**src/rtl/csr_access_sequencer.sv**
```systemverilog
// Single owner of the machine-mode CSR file port: sequences trap entry, mret
// and Zicsr instruction accesses as fixed read/write series.
module csr_access_sequencer (
   input  logic        clk_i,
   input  logic        rst_i,
   input  logic        trap_req_i,
   input  logic [31:0] trap_cause_i,
   input  logic [31:0] trap_pc_i,
   input  logic        mret_req_i,
   input  logic        instr_req_i,
   input  logic [1:0]  instr_op_i,
   input  logic [11:0] instr_addr_i,
   input  logic [31:0] instr_wdata_i,
   output logic        instr_ack_o,
   output logic [31:0] instr_rdata_o,
   output logic        redirect_valid_o,
   output logic [31:0] redirect_pc_o,
   output logic        busy_o,
   output logic        csr_write_enable_o,
   output logic        csr_read_enable_o,
   output logic [11:0] csr_address_o,
   output logic [31:0] csr_write_data_o,
   input  logic [31:0] csr_read_data_i,
   output logic [3:0]  state_o
);

   localparam logic [11:0] A_MSTATUS = 12'h300;
   localparam logic [11:0] A_MTVEC   = 12'h305;
   localparam logic [11:0] A_MEPC    = 12'h341;
   localparam logic [11:0] A_MCAUSE  = 12'h342;

   typedef enum logic [3:0] {
      S_IDLE     = 4'd0,
      S_TR_VEC   = 4'd1,
      S_TR_ST    = 4'd2,
      S_TW_EPC   = 4'd3,
      S_TW_CAUSE = 4'd4,
      S_TW_ST    = 4'd5,
      S_MR_EPC   = 4'd6,
      S_MR_ST    = 4'd7,
      S_MW_ST    = 4'd8,
      S_DONE     = 4'd9,
      S_IR_RD    = 4'd10,
      S_IW_WR    = 4'd11
   } state_t;

   state_t      state_q, state_d;
   logic [31:0] cause_q, pc_q, wdata_q, vec_q, st_q;
   logic [29:0] epc_q;
   logic [11:0] addr_q;
   logic [1:0]  op_q;
   logic        is_trap_q;

   logic [31:0] trap_st, mret_st, instr_new, vec_base, trap_target;
   logic        instr_we;

   assign state_o = state_q;

   // Handshake: a requester holds its level request until its completion pulse
   // (redirect_valid_o or instr_ack_o) and drops it at the next edge; requests
   // are only sampled in IDLE, so held requests wait rather than get lost.
   always_ff @(posedge clk_i or posedge rst_i) begin
      if (rst_i) begin
         state_q <= S_IDLE;
      end else begin
         state_q <= state_d;
      end
   end

   always_ff @(posedge clk_i or posedge rst_i) begin
      if (rst_i) begin
         cause_q   <= '0;
         pc_q      <= '0;
         wdata_q   <= '0;
         addr_q    <= '0;
         op_q      <= '0;
         is_trap_q <= 1'b0;
         vec_q     <= '0;
         st_q      <= '0;
         epc_q     <= '0;
      end else begin
         case (state_q)
            S_IDLE: begin
               if (trap_req_i || mret_req_i || instr_req_i) begin
                  cause_q   <= trap_cause_i;
                  pc_q      <= trap_pc_i;
                  wdata_q   <= instr_wdata_i;
                  addr_q    <= instr_addr_i;
                  op_q      <= instr_op_i;
                  is_trap_q <= trap_req_i;
               end
            end
            S_TR_ST:  vec_q <= csr_read_data_i;
            S_TW_EPC: st_q  <= csr_read_data_i;
            S_MR_ST:  epc_q <= csr_read_data_i[31:2];
            default: ;
         endcase
      end
   end

   always_comb begin
      state_d = state_q;
      case (state_q)
         S_IDLE: begin
            if (trap_req_i)       state_d = S_TR_VEC;
            else if (mret_req_i)  state_d = S_MR_EPC;
            else if (instr_req_i) state_d = S_IR_RD;
         end
         S_TR_VEC:   state_d = S_TR_ST;
         S_TR_ST:    state_d = S_TW_EPC;
         S_TW_EPC:   state_d = S_TW_CAUSE;
         S_TW_CAUSE: state_d = S_TW_ST;
         S_TW_ST:    state_d = S_DONE;
         S_MR_EPC:   state_d = S_MR_ST;
         S_MR_ST:    state_d = S_MW_ST;
         S_MW_ST:    state_d = S_DONE;
         S_DONE:     state_d = S_IDLE;
         S_IR_RD:    state_d = S_IW_WR;
         S_IW_WR:    state_d = S_IDLE;
         default:    state_d = S_IDLE;
      endcase
   end

   // mstatus updates: trap stacks MIE into MPIE; mret restores MIE from MPIE.
   assign trap_st = {st_q[31:13], 2'b11, st_q[10:8], st_q[3], st_q[6:4], 1'b0, st_q[2:0]};
   assign mret_st = {csr_read_data_i[31:13], 2'b11, csr_read_data_i[10:8], 1'b1,
                     csr_read_data_i[6:4], csr_read_data_i[7], csr_read_data_i[2:0]};

   assign vec_base    = {vec_q[31:2], 2'b00};
   assign trap_target = (vec_q[1:0] == 2'b01 && cause_q[31])
                        ? vec_base + {cause_q[29:0], 2'b00} : vec_base;

   assign instr_we = (op_q == 2'b01) || (op_q[1] && (wdata_q != 32'd0));

   always_comb begin
      case (op_q)
         2'b01:   instr_new = wdata_q;
         2'b10:   instr_new = csr_read_data_i | wdata_q;
         2'b11:   instr_new = csr_read_data_i & ~wdata_q;
         default: instr_new = csr_read_data_i;
      endcase
   end

   always_comb begin
      csr_write_enable_o = 1'b0;
      csr_read_enable_o  = 1'b0;
      csr_address_o      = '0;
      csr_write_data_o   = '0;
      instr_ack_o        = 1'b0;
      instr_rdata_o      = '0;
      redirect_valid_o   = 1'b0;
      redirect_pc_o      = '0;
      busy_o             = (state_q != S_IDLE);
      case (state_q)
         S_TR_VEC: begin
            csr_read_enable_o = 1'b1;
            csr_address_o     = A_MTVEC;
         end
         S_TR_ST, S_MR_ST: begin
            csr_read_enable_o = 1'b1;
            csr_address_o     = A_MSTATUS;
         end
         S_TW_EPC: begin
            csr_write_enable_o = 1'b1;
            csr_address_o      = A_MEPC;
            csr_write_data_o   = pc_q;
         end
         S_TW_CAUSE: begin
            csr_write_enable_o = 1'b1;
            csr_address_o      = A_MCAUSE;
            csr_write_data_o   = cause_q;
         end
         S_TW_ST: begin
            csr_write_enable_o = 1'b1;
            csr_address_o      = A_MSTATUS;
            csr_write_data_o   = trap_st;
         end
         S_MR_EPC: begin
            csr_read_enable_o = 1'b1;
            csr_address_o     = A_MEPC;
         end
         S_MW_ST: begin
            csr_write_enable_o = 1'b1;
            csr_address_o      = A_MSTATUS;
            csr_write_data_o   = mret_st;
         end
         S_DONE: begin
            redirect_valid_o = 1'b1;
            redirect_pc_o    = is_trap_q ? trap_target : {epc_q, 2'b00};
         end
         S_IR_RD: begin
            csr_read_enable_o = 1'b1;
            csr_address_o     = addr_q;
         end
         S_IW_WR: begin
            instr_ack_o        = 1'b1;
            instr_rdata_o      = csr_read_data_i;
            csr_address_o      = addr_q;
            csr_write_enable_o = instr_we;
            csr_write_data_o   = instr_we ? instr_new : 32'd0;
         end
         default: ;
      endcase
   end

endmodule

```
**config.mk**
```make
export PLATFORM = sky130hd
export DESIGN_NAME = csr_access_sequencer
export DESIGN_NICKNAME = d
export VERILOG_FILES = /design/src/rtl/csr_access_sequencer.sv
export SDC_FILE = /design/constraint.sdc
export NUM_CORES = 1
export LEC_CHECK = 0
export CAP_MARGIN = 20
export CELL_PAD_IN_SITES_DETAIL_PLACEMENT = 0
export CELL_PAD_IN_SITES_GLOBAL_PLACEMENT = 1
export CORE_MARGIN = 10
export CORE_UTILIZATION = 40
export DETAILED_ROUTE_END_ITERATION = 7
export PLACE_DENSITY_LB_ADDON = 0.1
export SETUP_SLACK_MARGIN = 0.4
export SYNTH_ARGS = -nofsm -noshare
export SYNTH_HDL_FRONTEND = slang
export SYNTH_SLANG_ARGS = --single-unit
```
**constraint.sdc**
```tcl
create_clock -name clk_i -period 8 [get_ports clk_i]
set_input_delay 1.6 -clock clk_i [delete_from_list [all_inputs] [get_ports clk_i]]
set_output_delay 1.6 -clock clk_i [all_outputs]
set_load 0.02 [all_outputs]
```
* Yosys cells after proc, flatten, opt, wreduce, memory -nomap -nowiden *
Index checks and enable logic that the tools add are counted.

cells by class
  reductions and logical operators = 15
  mux-type cells = 16
  eq/ne operators = 16
  bitwise operators = 3
  add/sub/neg operators = 1

operators by type and width
  cell                                                                   count
  32-bit two-way mux                                                     5
  32-bit case mux with 5 select lines                                    1
  32-bit case mux with 3 select lines                                    1
  12-bit case mux with 5 select lines                                    1
  4-bit case mux with 9 select lines                                     1
  32-bit adder                                                           1
  32-bit AND                                                             1
  32-bit inverter                                                        1
  32-bit OR                                                              1
  32-bit nonzero test                                                    1
  4-bit by 3-bit equality test with 1-bit output, second input constant  4
  4-bit equality test, second input constant                             4
  4-bit two-way mux                                                      3
  4-bit by 2-bit equality test with 1-bit output, second input constant  2
  4-bit OR reduction                                                     2
  2-bit OR reduction                                                     3
  5-bit OR reduction                                                     1
  2-bit by 1-bit equality test with 1-bit output, second input constant  2
  2-bit equality test, second input constant                             2
  4-bit by 1-bit equality test with 1-bit output, second input constant  1
  4-bit logical NOT                                                      1
  4-bit != test, second input constant                                   1
  4-bit nonzero test                                                     1
  1-bit logical OR                                                       3
  other kinds (4)                                                        7

storage, ports and cells
  bits of input ports = 147
  word-level logic and storage cells = 61
  output and inout bits = 117
  register bits after elaboration = 209

* Depth between registers and ports, before layout *
  depth after elaboration = 5
  mapped depth = 12
  depth with buffers taken out = 12

* Least setup slack after synthesis *
OpenSTA, ideal clock, no wires.

  path type = register to output
  start point = register cause_q[0]
  end point = output port redirect_pc_o[28]
  required time = 6.400 ns
  cell stages (with the launch flop) = 13
  buffers on the path = 0
  setup slack = 3.722 ns
  arrival time = 2.678 ns
  path through = dfrtp_1 ha_1 inv_1 fa_1 nor2b_1 o211ai_1 a21boi_1 o211ai_1 o211ai_2 nand3_2 nand3_2 mux2_4 a211oi_1

between the ends
  word-level cells in the longest chain between the ends = 4

RTL lines
  element                 RTL line  RTL
  start, declared         48        logic [31:0] cause_q, pc_q, wdata_q, vec_q, st_q;
  start signal, assigned  85        cause_q <= trap_cause_i;
  32-bit adder            131       ? vec_base + {cause_q[29:0], 2'b00} : vec_base;
  32-bit two-way mux      131
  32-bit two-way mux      189       redirect_pc_o = is_trap_q ? trap_target : {epc_q, 2'b00};
  32-bit two-way mux      154       case (state_q)
  end, declared           17        output logic [31:0] redirect_pc_o,

Every way passes these cells.

* Worst setup path in the final report *
Same ends and word-level chain as after synthesis.

==> results.md <==
* Core Util, Final at 0.542
* Final ANT Viol Nets at 0
* Vias per cell at ~5.6
* WHS Path Cells at 1
* Final Max Slew Viols at 0
* CTS Sinks at between 200 and 250
* Dominant combinational cell family by area after synthesis: multiplexers
* CTS root buffer: clkbuf_16
* CTS tree: done
* Worst Skew at between 0.009 and 0.01 ns
* Cell variety after synth at 75
* Worst rel slew slack at 0.480
* Max Clk Rate at about 180 MHz
* WS Path Type: flop to output port
* CP Max Fanout at 4
* Power Dens Cells at ~450 mW/mm²
* Worst reg2reg path startpoint: state_o[3]$_DFFE_PP0P_
* Port Buf Inserts at about 260
* Critical path capture point type: output port
* Compound-Gate Fraction of Synth Area at 0.164
* Mapped Cells at ~1100
* Final Cycle Share at 0.709
* Worst-Skew Late Latency at roughly 0.53 ns
* Post-synth EDFFs at 0
* Min-Delay Startpoint: epc_q[23]$_DFFE_PP0P_
* Peak VDD IR at just under 0.2 mV
* Multi-input logic area at ~0.0063 mm²
* GRT overflow at 0
* Worst-Margin Slew at about 0.78 ns
* Fraction of layout cells with a size suffix above 1 at 0.210
* R2r setup slk at between 4 and 5 ns
* Layout Area Growth over Synthesis at 32.6%
* Final setup viols at 0
* Io pins at ~260
* Register area at about 0.0052 mm²
* Mux contribution to synthesized area at 0.196
* Gr usage total at 0.222
* Remaining DRCs at 0
* Synth Area in Adders at 0.0325
* Arr. time, crit path at 4.07 ns
* Initial DRC Count at between 600 and 700
* Initial core utilization at 0.408
* H-tree depth at 1
* Max-cap violations at 0
* Global-route wire length before repair at ~63 mm
* Top cells by area, synth: dfrtp_1 (44%), mux2_2 (19%), a21oi_1 (3.1%), ha_1 (3.1%), o21ai_0 (2.8%)
* Lkg Pwr at about 6.3 nW
* Dominant cell type by area after synthesis: dfrtp_1
* Post-synthesis simple-gate area fraction at 0.117
* Clock-pin slew on the worst setup and hold paths at around 0.060 ns
* Largest net degree at the start of global routing at ~120
* Number of CTS-inserted buffers at 25
* Outcome: finished, final reports clean
* Ys Warns at 0
* Hold crit path type: flop to flop
* # nets final at approximately 1500
* Hold_buf cts at 0
* Crit path time final at 5.67 ns
* Fillers at approximately 2600
* Die width at 192 µm
* Setup TNS at 0 ns
* TritonRoute pass-1 iters at 5
* Core footprint at slightly below 0.03 mm²
* Post-CTS setup buffer count at 0
* Post-synthesis xor/xnor area fraction at 0.0178
* Syn avg cell area at about 10 µm²
* CTS resizes at 0
* Antenna violations before repair at 7
* Die Y-Extent at roughly 190 µm
* Startpoint class of the critical path: flop
* CTS Buffer Depth at 3
* Hold Crit Endpoint: epc_q[23]$_DFFE_PP0P_
* Final Hold Viols at 0
* Via count at roughly 9900
* Vias in the first global route at just under 10000
* Routed wire length at around 42 mm
* Cell area after synthesis at roughly 0.012 mm²
* Sequential-to-total area share from yosys stat at 0.437
* DR WL/cell at approximately 24 µm
* Post-DP HPWL at ~31 mm
* Synth async-reset ratio at 1.00
* Num rows at 62
* Main flop type after synthesis: dfrtp_1
* Reg-to-reg endpoint: wdata_q[26]$_DFFE_PP0P_
* Reg2Reg Depth at 6
* Flops & latches, synth at approximately 200
* Die area at 0.0367 mm²
* Final Wtd Congestion at about 0.87
* Worst EP required at around 6.4 ns
* RSZ-0062 raised after global routing: no
* Post-synth top area share at 0.437
synthesized netlist by cell type (all sizes together) (2+ instances only):
master   instances
a211oi           4
a21boi           2
a21o            20
a21oi           75
a221oi          30
a22o            28
a2bb2oi          2
a311oi           8
a31o             2
a31oi           18
a41oi            3
and2            34
and3            11
and3b            2
and4             4
buf             31
clkbuf          47
dfrtp          206
ha              29
inv             18
mux2           197
mux2i            9
nand2           80
nand2b           8
nand3           18
nand3b           3
nand4            3
nor2            72
nor2b           11
nor3            10
nor3b            3
nor4             9
o211ai           9
o21a             3
o21ai           68
o21bai           2
o221ai           2
o22ai            4
o31ai            2
or3              4
xnor2           15
xor2             9
per-stage QoR:
step	cells	hold slack [ns]	power (mW)	setup WS [ns]	cell area, µm²
after floorplan	1128	0.445	4.67	0.776	11800
after global placement	1711	0.462	5.85	2.73	14700
after detailed placement	1711	0.470	5.88	2.79	14700
after CTS	1757	0.499	7.12	2.34	15600
after global routing	1761	0.507	7.60	2.07	15600
final	1764	0.497	7.10	2.33	15600
worst max-delay path: stages, from the launching register on:
cell	delay (ns)
dfrtp_1	0.45
ha_1	0.21
inv_1	0.05
fa_1	0.40
nor2b_1	0.19
o211ai_1	0.11
a21boi_1	0.34
o211ai_1	0.19
o211ai_2	0.16
nand3_2	0.10
nand3_2	0.09
mux2_4	0.29
a211oi_1	0.28
clkdlybuf4s50_1	0.68
flip-flops by register name, summed over array words and instances (netlist names), 2 cells and up:
name / flops
addr_q: 12
cause_q: 32
epc_q: 30
op_q: 2
pc_q: 32
st_q: 29
state_o: 4
vec_q: 32
wdata_q: 32
cells in the final DEF, fill, tap and decap left out, types with 9 or more instances in the layout:
| cell | count |
|---|---|
| a21o_1 | 19 |
| a21oi_1 | 74 |
| a221oi_1 | 30 |
| a22o_1 | 28 |
| a31oi_1 | 17 |
| and2_1 | 33 |
| and3_1 | 9 |
| buf_4 | 15 |
| clkbuf_16 | 25 |
| clkdlybuf4s50_1 | 261 |
| dfrtp_1 | 205 |
| ha_1 | 29 |
| inv_1 | 17 |
| mux2_2 | 196 |
| mux2i_1 | 9 |
| nand2_1 | 80 |
| nand3_1 | 15 |
| nor2_1 | 68 |
| nor2b_1 | 11 |
| o21ai_0 | 66 |
| xnor2_1 | 15 |
where the power goes:
part / internal (mW) / switching, mW
clock network: 0.742 / 0.466
logic: 1.80 / 1.94
registers: 1.59 / 0.556
worst max path at each step:
stage                                 start                     to  slack, ns
floorplan                             rst_i  addr_q[0]$_DFFE_PP0P_       0.78
global route         cause_q[0]$_DFFE_PP0P_      redirect_pc_o[24]       2.07
finish               cause_q[0]$_DFFE_PP0P_      redirect_pc_o[28]       2.33
CTS                 cause_q[10]$_DFFE_PP0P_      redirect_pc_o[31]       2.34
detailed placement      csr_read_data_i[17]   csr_write_data_o[17]       2.79
global placement        csr_read_data_i[17]   csr_write_data_o[17]       2.73
final cells by class:
| class | count | share of cell area |
|---|---|---|
| Antenna cell | 6 | 0.000961 |
| Clock buffer | 31 | 0.0440 |
| Clock inverter | 15 | 0.0122 |
| Inverter | 18 | 0.00480 |
| Multi-Input combinational cell | 826 | 0.401 |
| Sequential cell | 206 | 0.330 |
| Tap cell | 384 | 0.0307 |
| Timing Repair Buffer | 278 | 0.177 |
cells by family after synthesis:
logic type,after synthesis
buffers and inverters,96
DFF,206
AOI/OAI and AO/OA,289
muxes,206
other,1
adders and majority gates,30
xor gates and xnor gates,24
and+or+nand+nor,275
per-layer routing:
layer  vias up  global-route usage  routed length [µm]
li1       4610                   -                   -
met4         2              0.0499                 752
met1      4940               0.314               19300
met2       268               0.339               18900
met5         -                   0                  13
met3        45              0.0477                2600
(Power assumes the default switching activity.)
